<file path="config.mk">
export PLATFORM = sky130hd
export DESIGN_NAME = pool_window_stream_flat
export DESIGN_NICKNAME = d
export VERILOG_FILES = /design/src/rtl/pool_window_stream_pkg.sv /design/src/rtl/pool_window_stream_if.sv /design/src/rtl/pool_window_stream_line_buffer.sv /design/src/rtl/pool_window_stream.sv /design/src/flat_wrapper.sv
export SDC_FILE = /design/constraint.sdc
export NUM_CORES = 1
export LEC_CHECK = 0
export CAP_MARGIN = 40
export CORE_MARGIN = 5
export CORE_UTILIZATION = 55
export CTS_BUF_LIST = sky130_fd_sc_hd__clkbuf_4 sky130_fd_sc_hd__clkbuf_8
export CTS_CLUSTER_DIAMETER = 60
export CTS_CLUSTER_SIZE = 24
export DETAILED_ROUTE_END_ITERATION = 6
export PLACE_DENSITY = 0.81
export SLEW_MARGIN = 20
export SYNTH_ARGS = -nofsm -noshare
export SYNTH_HDL_FRONTEND = slang
export SYNTH_HIERARCHICAL = 1
export SYNTH_SLANG_ARGS = --single-unit
</file>
<file path="constraint.sdc">
create_clock -name clk -period 2.25 [get_ports clk]
set_clock_uncertainty 0.15 [all_clocks]
set_input_delay 0.3375 -clock clk [delete_from_list [all_inputs] [get_ports clk]]
set_output_delay 0.3375 -clock clk [all_outputs]
set_load 0.05 [all_outputs]
</file>
<file path="src/rtl/pool_window_stream_pkg.sv">
// pool_pkg: shared pixel type, counter widths and frame geometry helpers
// Holds no ports. pixel_t is the pixel type at the default 8-bit width.
// cnt_w sizes a counter for n states and never returns less than 1 bit.
// windows_per_frame gives the number of windows emitted per frame.
package pool_pkg;
  localparam int DEF_DATA_WIDTH = 8;
  localparam int DEF_IMG_WIDTH = 5;
  localparam int DEF_IMG_HEIGHT = 5;
  localparam int DEF_STRIDE = 1;
  typedef logic [DEF_DATA_WIDTH-1:0] pixel_t;
  function automatic int cnt_w(input int n);
    return n > 1 ? $clog2(n) : 1;
  endfunction
  localparam int COL_W = cnt_w(DEF_IMG_WIDTH);
  localparam int ROW_W = cnt_w(DEF_IMG_HEIGHT);
  localparam int PH_W = cnt_w(DEF_STRIDE);
  function automatic int windows_per_frame(input int w, input int h, input int k, input int s);
    return ((w - k) / s + 1) * ((h - k) / s + 1);
  endfunction
endpackage

</file>
<file path="src/rtl/pool_window_stream_if.sv">
// pool_window_stream_if: pixel-in / window-out valid-ready stream bundle
// Pixel side: in_valid, in_ready, in_data.
// Window side: out_valid, out_ready, window[K][K], where [0][0] is the oldest row and leftmost column.
// When POOL_WINDOW_LAST_EN is defined, out_last is added and flags the final window of a frame.
// master: pixel source and window sink. slave: the window generator.
interface pool_window_stream_if #(
  parameter int DATA_WIDTH = 8,
  parameter int KERNEL_DIM = 3
);
  logic in_valid;
  logic in_ready;
  logic [DATA_WIDTH-1:0] in_data;
  logic out_valid;
  logic out_ready;
  logic [KERNEL_DIM-1:0][KERNEL_DIM-1:0][DATA_WIDTH-1:0] window;
`ifdef POOL_WINDOW_LAST_EN
  logic out_last;
  modport master(output in_valid, in_data, out_ready, input in_ready, out_valid, window, out_last);
  modport slave(input in_valid, in_data, out_ready, output in_ready, out_valid, window, out_last);
`else
  modport master(output in_valid, in_data, out_ready, input in_ready, out_valid, window);
  modport slave(input in_valid, in_data, out_ready, output in_ready, out_valid, window);
`endif
endinterface

</file>
<file path="src/rtl/pool_window_stream_line_buffer.sv">
// window_line_buffer: enabled DEPTH-stage delay line holding one image row
// Ports: clk; en shifts one stage; din enters the line; dout is the entry written DEPTH shifts ago.
module window_line_buffer #(
  parameter int DATA_WIDTH = 8,
  parameter int DEPTH = 5
) (
  input  logic                  clk,
  input  logic                  en,
  input  logic [DATA_WIDTH-1:0] din,
  output logic [DATA_WIDTH-1:0] dout
);
  logic [DEPTH-1:0][DATA_WIDTH-1:0] mem;
  always_ff @(posedge clk)
    if (en) mem <= {mem[DEPTH-2:0], din};
  assign dout = mem[DEPTH-1];
endmodule

</file>
<file path="src/rtl/pool_window_stream.sv">
// pool_window_stream: streaming KxK window generator with stride-aligned output
// Ports: clk; rst_n is an asynchronous active-low reset; bus is the slave side of pool_window_stream_if.
// Optional macro POOL_WINDOW_LAST_EN adds bus.out_last, which flags the final window of each frame.
module pool_window_stream
  import pool_pkg::*;
#(
  parameter int DATA_WIDTH = 8,
  parameter int KERNEL_DIM = 3,
  parameter int IMG_WIDTH = 5,
  parameter int IMG_HEIGHT = 5,
  parameter int STRIDE = 1
) (
  input logic clk,
  input logic rst_n,
  pool_window_stream_if.slave bus
);
  localparam int K = KERNEL_DIM;
  localparam int CW = cnt_w(IMG_WIDTH);
  localparam int RW = cnt_w(IMG_HEIGHT);
  localparam int PW = cnt_w(STRIDE);
  localparam logic [CW-1:0] COL_LAST = CW'(IMG_WIDTH - 1);
  localparam logic [CW-1:0] COL_FIRST = CW'(K - 1);
  localparam logic [RW-1:0] ROW_LAST = RW'(IMG_HEIGHT - 1);
  localparam logic [RW-1:0] ROW_FIRST = RW'(K - 1);
  localparam logic [PW-1:0] PH_LAST = PW'(STRIDE - 1);
  logic [CW-1:0] col;
  logic [RW-1:0] row;
  logic [PW-1:0] cph, rph;
  logic [K-1:0][K-1:0][DATA_WIDTH-1:0] win;
  logic vld, acc, col_end, row_end, fire;
  // tap[r] feeds the new rightmost column of window row r; tap[K-1] is the incoming pixel
  logic [K-1:0][DATA_WIDTH-1:0] tap;
  assign bus.in_ready = !vld || bus.out_ready;
  assign acc = bus.in_valid && bus.in_ready;
  assign col_end = col == COL_LAST;
  assign row_end = row == ROW_LAST;
  assign fire = row >= ROW_FIRST && col >= COL_FIRST && rph == '0 && cph == '0;
  assign tap[K-1] = bus.in_data;
  assign bus.window = win;
  assign bus.out_valid = vld;
  // Line buffer g delays tap[g+1] by exactly one row, so tap[g] is the same column one row up
  for (genvar g = 0; g < K - 1; g++) begin : g_lb
    window_line_buffer #(.DATA_WIDTH(DATA_WIDTH), .DEPTH(IMG_WIDTH)) u_lb (
      .clk (clk),
      .en  (acc),
      .din (tap[g+1]),
      .dout(tap[g])
    );
  end
  always_ff @(posedge clk or negedge rst_n)
    if (!rst_n) begin
      col <= '0;
      row <= '0;
      cph <= '0;
      rph <= '0;
      win <= '0;
      vld <= 1'b0;
    end else begin
      if (acc) begin
        col <= col_end ? '0 : col + 1'b1;
        cph <= (col < COL_FIRST || cph == PH_LAST) ? '0 : cph + 1'b1;
        if (col_end) begin
          row <= row_end ? '0 : row + 1'b1;
          rph <= (row < ROW_FIRST || rph == PH_LAST) ? '0 : rph + 1'b1;
        end
        for (int r = 0; r < K; r++) win[r] <= {tap[r], win[r][K-1:1]};
      end
      vld <= acc ? fire : vld && !bus.out_ready;
    end
`ifdef POOL_WINDOW_LAST_EN
  localparam logic [CW-1:0] COL_FIN = CW'(K - 1 + STRIDE * ((IMG_WIDTH - K) / STRIDE));
  localparam logic [RW-1:0] ROW_FIN = RW'(K - 1 + STRIDE * ((IMG_HEIGHT - K) / STRIDE));
  logic last_q;
  always_ff @(posedge clk or negedge rst_n)
    if (!rst_n) last_q <= 1'b0;
    else last_q <= acc ? fire && row == ROW_FIN && col == COL_FIN : last_q && !bus.out_ready;
  assign bus.out_last = last_q;
`endif
endmodule

</file>
<file path="src/flat_wrapper.sv">
// flat-port wrapper written by rule: the top's interface ports become plain ports
module pool_window_stream_flat import pool_pkg::*;
#(
  parameter int DATA_WIDTH = 8,
  parameter int KERNEL_DIM = 3,
  parameter int IMG_WIDTH = 5,
  parameter int IMG_HEIGHT = 5,
  parameter int STRIDE = 1
)
  (clk, rst_n, bus_in_valid, bus_in_data, bus_out_ready, bus_in_ready, bus_out_valid, bus_window);
  pool_window_stream_if #(.DATA_WIDTH(DATA_WIDTH), .KERNEL_DIM(KERNEL_DIM)) bus_i ();
  input logic clk;
  input logic rst_n;
  input wire logic [$bits(bus_i.in_valid)-1:0] bus_in_valid;
  input wire logic [$bits(bus_i.in_data)-1:0] bus_in_data;
  input wire logic [$bits(bus_i.out_ready)-1:0] bus_out_ready;
  output wire logic [$bits(bus_i.in_ready)-1:0] bus_in_ready;
  output wire logic [$bits(bus_i.out_valid)-1:0] bus_out_valid;
  output wire logic [$bits(bus_i.window)-1:0] bus_window;
  assign bus_i.in_valid = bus_in_valid;
  assign bus_i.in_data = bus_in_data;
  assign bus_i.out_ready = bus_out_ready;
  assign bus_in_ready = bus_i.in_ready;
  assign bus_out_valid = bus_i.out_valid;
  assign bus_window = bus_i.window;
  pool_window_stream #(.DATA_WIDTH(DATA_WIDTH), .KERNEL_DIM(KERNEL_DIM), .IMG_WIDTH(IMG_WIDTH), .IMG_HEIGHT(IMG_HEIGHT), .STRIDE(STRIDE)) u_core (.clk(clk), .rst_n(rst_n), .bus(bus_i));
endmodule
</file>
==> run summary, run 1 <==
CRITICAL PATH
------------------------------------------------------------------------------------
Worst setup path class                                                    reg -> out
Cell-by-cell listing of the critical path                               clkdlybuf4s50_1
Largest fanout on the critical path                                                3
Buf/Inv on CP                                                                      1
Critical path's largest stage delay                                           880 ps
Endpoint type of the worst setup path                                     output pin
Worst path required time                                                     1760 ps
Cell family contributing the most delay on the critical path            buffers and inverters
Critical Path Source Type                                                   register
CP max-delay cell                                                       clkdlybuf4s50_1
WP data arrival                                                              1690 ps

PWR
------------------------------------------------------------------------------------
Total Power                                                                 0.0113 W
Worst IR Drop VDD                                                            1100 µV
Power per standard cell area                                             1550 nW/µm²
LEAKAGE                                                                      2.97 nW

SYNTHESIS
------------------------------------------------------------------------------------
Largest area contributor in the netlist                                     edfxtp_1
Number of enable-type register cells in the synthesized netlist                   80
Ys flop type                                                                 dfrtp_1
Post-synthesis cell count                                                        293
Share of flip-flops with an asynchronous set or reset after synthesis          50.3%
Cell area after synthesis                                                   5870 µm²
Share of Yosys cell area claimed by the top area cell type                     41.0%
Count leader, synth                                                          dfrtp_1
Post-synthesis net count                                                         309
Top cells by area, synth                                                edfxtp_1 41%, dfrtp_1 35%, mux2_4 12%
Warnings, synthesis                                                                6
Leading post-synthesis cells by instance count                          81 x dfrtp_1, 80 x edfxtp_1, 46 x mux2_4, 27 x mux2_2, 16 x buf_4
Register bit total from synthesis                                                161
Proportion of synthesized chip area in sequential cells                        75.5%
Count of distinct cell types in the synthesized netlist                           27
Mean cell area of the mapped netlist                                        20.0 µm²

FLOORPLANNING
------------------------------------------------------------------------------------
Die height                                                                    113 µm
Die width                                                                     113 µm
Starting Density                                                               56.6%
Cell row count                                                                    37
Boundary Pins                                                                     86
Die Area                                                                   12800 µm²
Std-Cell Core Area                                                         10400 µm²

CELLS AND AREA
------------------------------------------------------------------------------------
Post-synthesis to final-layout area growth                                     23.9%
Final core utilization                                                         70.1%
Antenna Diode Count                                                                0
Share of layout cells above drive strength 1                                   30.5%
Nets                                                                             400
Post-route cell area                                                        7270 µm²

GRT
------------------------------------------------------------------------------------
Pin count of the biggest net entering global routing                              40
Overflow after GRT                                                                 0
Number of global-route vias before repair                                       2929
Wire length of the first global-routing pass                                14800 µm
Total global-route track usage                                                 14.9%
Antenna violations before repair                                                   0

STA
------------------------------------------------------------------------------------
Timing-limited maximum frequency                                             459 MHz
Final Max Slew Viols                                                               0
Number of setup violations in the final report                                     0
Final Hold Viols                                                                   0
Sum of negative setup slack                                                     0 ps
Worst slew slack as a fraction of its limit                                    61.7%
Time the final worst path needs with I/O delays and setup                    2180 ps
Unrepaired setup endpoints after global routing                                   no
Final clock period utilization by the worst path                               96.7%
Transition time at the pin with the least slew margin                         572 ps

FLOW RUN
------------------------------------------------------------------------------------
Max cap viols                                                                      0

HOLD PATH
------------------------------------------------------------------------------------
Path class of the lowest-slack min-delay path                            in -> async

CLOCKING
------------------------------------------------------------------------------------
CTS Root Cell                                                               clkbuf_8
Longest Clk Path Bufs                                                              2
Clock-pin slew on the worst setup and hold paths                               90 ps
Clock network latency to the later pin of the worst-skew pair                 430 ps
H-tree levels                                                                      4
Clock tree from TritonCTS                                                        yes
Number of CTS-inserted buffers                                                    17
Sinks on the clock net                                                           161

OUTCOME
------------------------------------------------------------------------------------
Outcome                                                                 complete, no violations

DETAILED ROUTING
------------------------------------------------------------------------------------
Remaining antenna violation count                                                  0
Total detailed-routing wirelength                                            8930 µm
Total number of vias                                                            2713
First-pass iteration count of the detailed router                                  4
Post-DR wirelength/cell                                                      16.8 µm
Count of unresolved DRC violations after routing                                   0
Vias per inst                                                                   5.09
Detailed Route Iter0 Violations                                                  105

PLACEMENT
------------------------------------------------------------------------------------
Final HPWL from detailed placement                                           5970 µm
Last weighted congestion value of the routability-driven placer                0.701
Number of port buffers                                                            85
Cell area after placement                                                   6870 µm²

[final cells by class]
type / count / area, µm²
sequential: 161 / 4430
clock inverter: 15 / 148
inverter: 5 / 23.8
fill: 706 / 3100
timing repair buffer: 97 / 1050
multi-input combinational: 102 / 1210
clock buffer: 17 / 234
tap: 136 / 170
[state kept, by name, indices dropped and copies added (netlist names)]
signal and count:
u_core/bus.window 72, u_core/bus.out_valid 1, u_core/col 3, u_core/row 3
u_core/g_lb.u_lb/dout 16, u_core/cph 1, u_core/g_lb.u_lb/mem 64, u_core/rph 1
[metrics by stage]
stage               worst slack, ps  instances  hold slack [ps]
floorplan                      48.9        293             -108
global placement                174        500              106
detailed placement              130        500              105
CTS                            23.9        533              174
global route                   2.99        533              198
finish                         73.7        533              199
[final timing paths]
check                                           startpoint                     endpoint  slack, ps  cells after the start
worst max-delay path                 u_core/bus.window[34]               bus_window[34]         70                      1
worst min register to register  u_core/g_lb[0].u_lb/mem[5]  u_core/g_lb[0].u_lb/mem[13]        270                      0
max in group asynchronous                            rst_n        u_core/bus.window[18]       1160                      3
min in group clk                u_core/g_lb[0].u_lb/mem[5]  u_core/g_lb[0].u_lb/mem[13]        270                      0
worst min-delay path                                 rst_n         u_core/bus.window[0]        200                      2
worst max register to register        u_core/bus.out_valid        u_core/bus.window[68]        560                      5
[what timing repair did]
item | 4_1_cts | 5_1_grt
hold buffers | 1 | 0
resized for setup | 0 | 1
buffers inserted | 0 | 0
endpoints found under the setup margin | 0 | 1
hold endpoints to repair | 60 | 0
[kinds of logic after synthesis]
family                     count (synthesis)  synth area share (%)
buffers and inverters                     30                  3.88
muxes                                     74                  17.1
and+or+nand+nor                           15                  1.58
AOI/OAI and AO/OA                          9                  1.05
adders and majority gates                  4                 0.853
DFF                                      161                  75.5
[placed cells by master, fill, tap and decap left out, types with 3 or more instances in the layout]
| master | netlist | routed |
|---|---|---|
| clkdlybuf4s50_1 | 0 | 82 |
| dfrtp_1 | 81 | 81 |
| edfxtp_1 | 80 | 80 |
| mux2_4 | 46 | 46 |
| mux2_2 | 27 | 27 |
| clkbuf_8 | 0 | 17 |
| buf_12 | 0 | 9 |
| inv_6 | 0 | 8 |
| buf_4 | 16 | 4 |
| inv_1 | 4 | 4 |
| nand2_1 | 4 | 4 |
| ha_1 | 4 | 4 |
| o21ai_0 | 3 | 3 |
| nand4_1 | 3 | 3 |
[routing by layer]
layer | vias up | wire (µm) | global-route usage [%] | part of all wire, %
met5 | - | 0 | 0 | 0
met4 | 0 | 125 | 5.13 | 1.4
met3 | 13 | 637 | 6.10 | 7.1
met2 | 92 | 4130 | 22.1 | 46
met1 | 1376 | 4040 | 20.0 | 45
li1 | 1232 | - | - | -
[power breakdown]
part	internal [W]	leakage (nW)	switching, W
clock	0.000912	0.192	0.00108
combinational	0.00186	1.05	0.00286
sequential	0.00403	1.73	0.000545
total	0.00679	2.97	0.00449
(Power assumes the default switching activity.)
==> run 2: changes to the inputs <==
--- a/config.mk
+++ b/config.mk
@@ -7,12 +7,13 @@
 export LEC_CHECK = 0
 export CAP_MARGIN = 40
 export CORE_MARGIN = 5
-export CORE_UTILIZATION = 55
+export CORE_UTILIZATION = 56
 export CTS_BUF_LIST = sky130_fd_sc_hd__clkbuf_4 sky130_fd_sc_hd__clkbuf_8
 export CTS_CLUSTER_DIAMETER = 60
 export CTS_CLUSTER_SIZE = 24
 export DETAILED_ROUTE_END_ITERATION = 6
-export PLACE_DENSITY = 0.81
+export HOLD_SLACK_MARGIN = 0.15
+export PLACE_DENSITY = 0.82
 export SLEW_MARGIN = 20
 export SYNTH_ARGS = -nofsm -noshare
 export SYNTH_HDL_FRONTEND = slang
==> run 2 against run 1 <==
Effect of this change:
- sequential power about the same
- via count about the same
- final cell count is 0.38% higher
==> run summary, run 2 (synthesis gave the netlist of run 1 again) <==
PWR
------------------------------------------------------------------------------
Worst IR Drop VDD                                                      1320 µV
Power spent charging and discharging nets                            0.00444 W
Clock power share                                                        19.3%
Cell internal pwr                                                    0.00711 W
Fraction of power spent switching nets                                   38.4%
LEAKAGE                                                                2.98 nW
Power per standard cell area                                       1580 nW/µm²
Relative contribution of sequential cells to total power                 39.8%
Gate power share                                                         40.9%

STA
------------------------------------------------------------------------------
Transition time at the pin with the least slew margin                   559 ps
Sum of negative setup slack                                               0 ps
Final clock period utilization by the worst path                         95.7%
Post-route setup slack                                                 96.3 ps
Timing-limited maximum frequency                                       464 MHz
Final Max Slew Viols                                                         0
Worst slew slack as a fraction of its limit                              62.6%
Number of setup violations in the final report                               0
Time the final worst path needs with I/O delays and setup              2150 ps
Unrepaired setup endpoints after global routing                             no
Final Hold Viols                                                             0

DETAILED ROUTING
------------------------------------------------------------------------------
First-pass iteration count of the detailed router                            4
Total detailed-routing wirelength                                      9120 µm
Post-DR wirelength/cell                                                17.0 µm
Count of unresolved DRC violations after routing                             0
Detailed Route Iter0 Violations                                            112
Total number of vias                                                      2712
Vias per inst                                                             5.07
Remaining antenna violation count                                            0

CRITICAL PATH
------------------------------------------------------------------------------
Endpoint type of the worst setup path                               output pin
Buf/Inv on CP                                                                1
Worst path required time                                               1760 ps
Critical Path Source Type                                             register
Worst setup path class                                              reg -> out
Terminus of the critical flop-to-flop path                        u_core/bus.window[47]
Cell family contributing the most delay on the critical path      buffers and inverters
WP data arrival                                                        1670 ps
Path depth of the worst reg2reg path                                         5
Worst path depth                                                             1
Start point of the critical path                                  u_core/bus.window[42]
Cell-by-cell listing of the critical path                         clkdlybuf4s50_1
Last element of the critical path                                 bus_window[42]
Reg2reg start                                                     u_core/bus.out_valid
Largest fanout on the critical path                                          3
Critical path's largest stage delay                                     860 ps
CP max-delay cell                                                 clkdlybuf4s50_1
Worst-case register-to-register setup slack                             560 ps

CLOCKING
------------------------------------------------------------------------------
Clock tree from TritonCTS                                                  yes
Clock-pin slew on the worst setup and hold paths                         80 ps
Longest Clk Path Bufs                                                        2
H-tree levels                                                                4
Number of CTS-inserted buffers                                              17
Clock network latency to the later pin of the worst-skew pair           430 ps
Sinks on the clock net                                                     161
CTS Root Cell                                                         clkbuf_8

CELLS AND AREA
------------------------------------------------------------------------------
Post-route cell area                                                  7310 µm²
Filler Cell Count                                                          668
Largest register FFs                                                        72
Most common cell after layout, fill and taps aside                clkdlybuf4s50_1
Filler-free cell count of the finished design                              535
Nets                                                                       402
Post-synthesis to final-layout area growth                               24.7%
Antenna Diode Count                                                          0
Share of layout cells above drive strength 1                             30.3%
Most used cells in the layout excluding fill and tap cells        83 x clkdlybuf4s50_1, 81 x dfrtp_1, 80 x edfxtp_1

FLOORPLANNING
------------------------------------------------------------------------------
Die Area                                                             12600 µm²
Starting Density                                                         57.1%
Cell row count                                                              37
Boundary Pins                                                               86
Die width                                                               112 µm
Die height                                                              112 µm
Std-Cell Core Area                                                   10300 µm²

PLACEMENT
------------------------------------------------------------------------------
Final HPWL from detailed placement                                     5920 µm
Cell area after placement                                             6880 µm²
Last weighted congestion value of the routability-driven placer          0.694
Number of port buffers                                                      85
Number of placed cells counting well taps                                  502
Pre-CTS WS                                                              134 ps

GRT
------------------------------------------------------------------------------
Pin count of the biggest net entering global routing                        43
Number of global-route vias before repair                                 2958
Total global-route track usage                                           15.4%
Overflow after GRT                                                           0
Antenna violations before repair                                             0
Wire length of the first global-routing pass                          15000 µm

HOLD PATH
------------------------------------------------------------------------------
Path class of the lowest-slack min-delay path                       reg -> reg

OUTCOME
------------------------------------------------------------------------------
Outcome                                                           complete, no violations

FLOW RUN
------------------------------------------------------------------------------
Max cap viols                                                                0

run 2: changes by cell type in the layout (fill, tap and decap cells not counted), sizes merged:
cell           delta
buf               +2
bufinv            +3
clkbuf            +1
clkdlybuf4s50     +1
clkinv            +3
dlymetal6s2s      -1
inv               -7
run 2: through the flow:
stage / total power, W / hold WS [ps] / utilization [%]
after floorplan: 0.00778 / -108 / -
after global placement: 0.00925 / 200 / 66.9
after detailed placement: 0.00939 / 207 / 66.9
after CTS: 0.0117 / 271 / 71.2
after global routing: 0.0120 / 278 / 71.2
final: 0.0115 / 269 / 71.2
run 2: worst min-delay path by stage:
stage | from | to | slack, ps | depth (start not counted)
CTS | u_core/g_lb[0].u_lb/mem[9] | u_core/g_lb[0].u_lb/mem[17] | 270 | 0
finish | u_core/g_lb[0].u_lb/mem[10] | u_core/g_lb[0].u_lb/mem[18] | 270 | 0
detailed placement | rst_n | u_core/bus.window[23] | 210 | 1
floorplan | rst_n | u_core/bus.out_valid | -110 | 0
global placement | rst_n | u_core/bus.window[7] | 200 | 1
global route | u_core/g_lb[0].u_lb/mem[26] | u_core/g_lb[0].u_lb/dout[2] | 280 | 0
run 2: power by group through the flow:
stage	Clock [W]	Combinational [W]	Sequential, W
after floorplan	0	0.00124	0.00654
after global placement	0	0.00466	0.00459
after detailed placement	0	0.00475	0.00464
after CTS	0.00229	0.00477	0.00460
after global routing	0.00242	0.00490	0.00471
final	0.00223	0.00472	0.00459
run 2: metal layers:
metal	routed length [µm]	track usage (%)	vias up
li1	-	-	1238
met1	4180	20.9	1381
met2	4210	23.1	81
met3	631	5.93	12
met4	99	5.05	0
met5	0	0	-
run 2: cell type report:
cell class              count  area [µm²]  share of cell area [%]
multi-input cells         102        1210                    16.5
flip-flops and latches    161        4430                    60.6
repair buffers             99        1050                    14.4
clock buffers              18         241                    3.30
well taps                 136         170                    2.33
inverters                   5        23.8                   0.325
clock inverters            14         188                    2.57
run 2: timing repair:
| action | in CTS | in global routing |
|---|---|---|
| hold endpoints to repair | 39 | 0 |
| hold buffers | 1 | 0 |
| setup buffers | 0 | 0 |
| gates resized for setup | 0 | 0 |
run 2: worst register-to-register path, delay by kind of cell, from the launching register on:
family	cells	cell delay [ps]
flip-flops	1	420
buffers and inverters	2	410
multiplexers	1	360
AND/OR/NAND/NOR	2	230
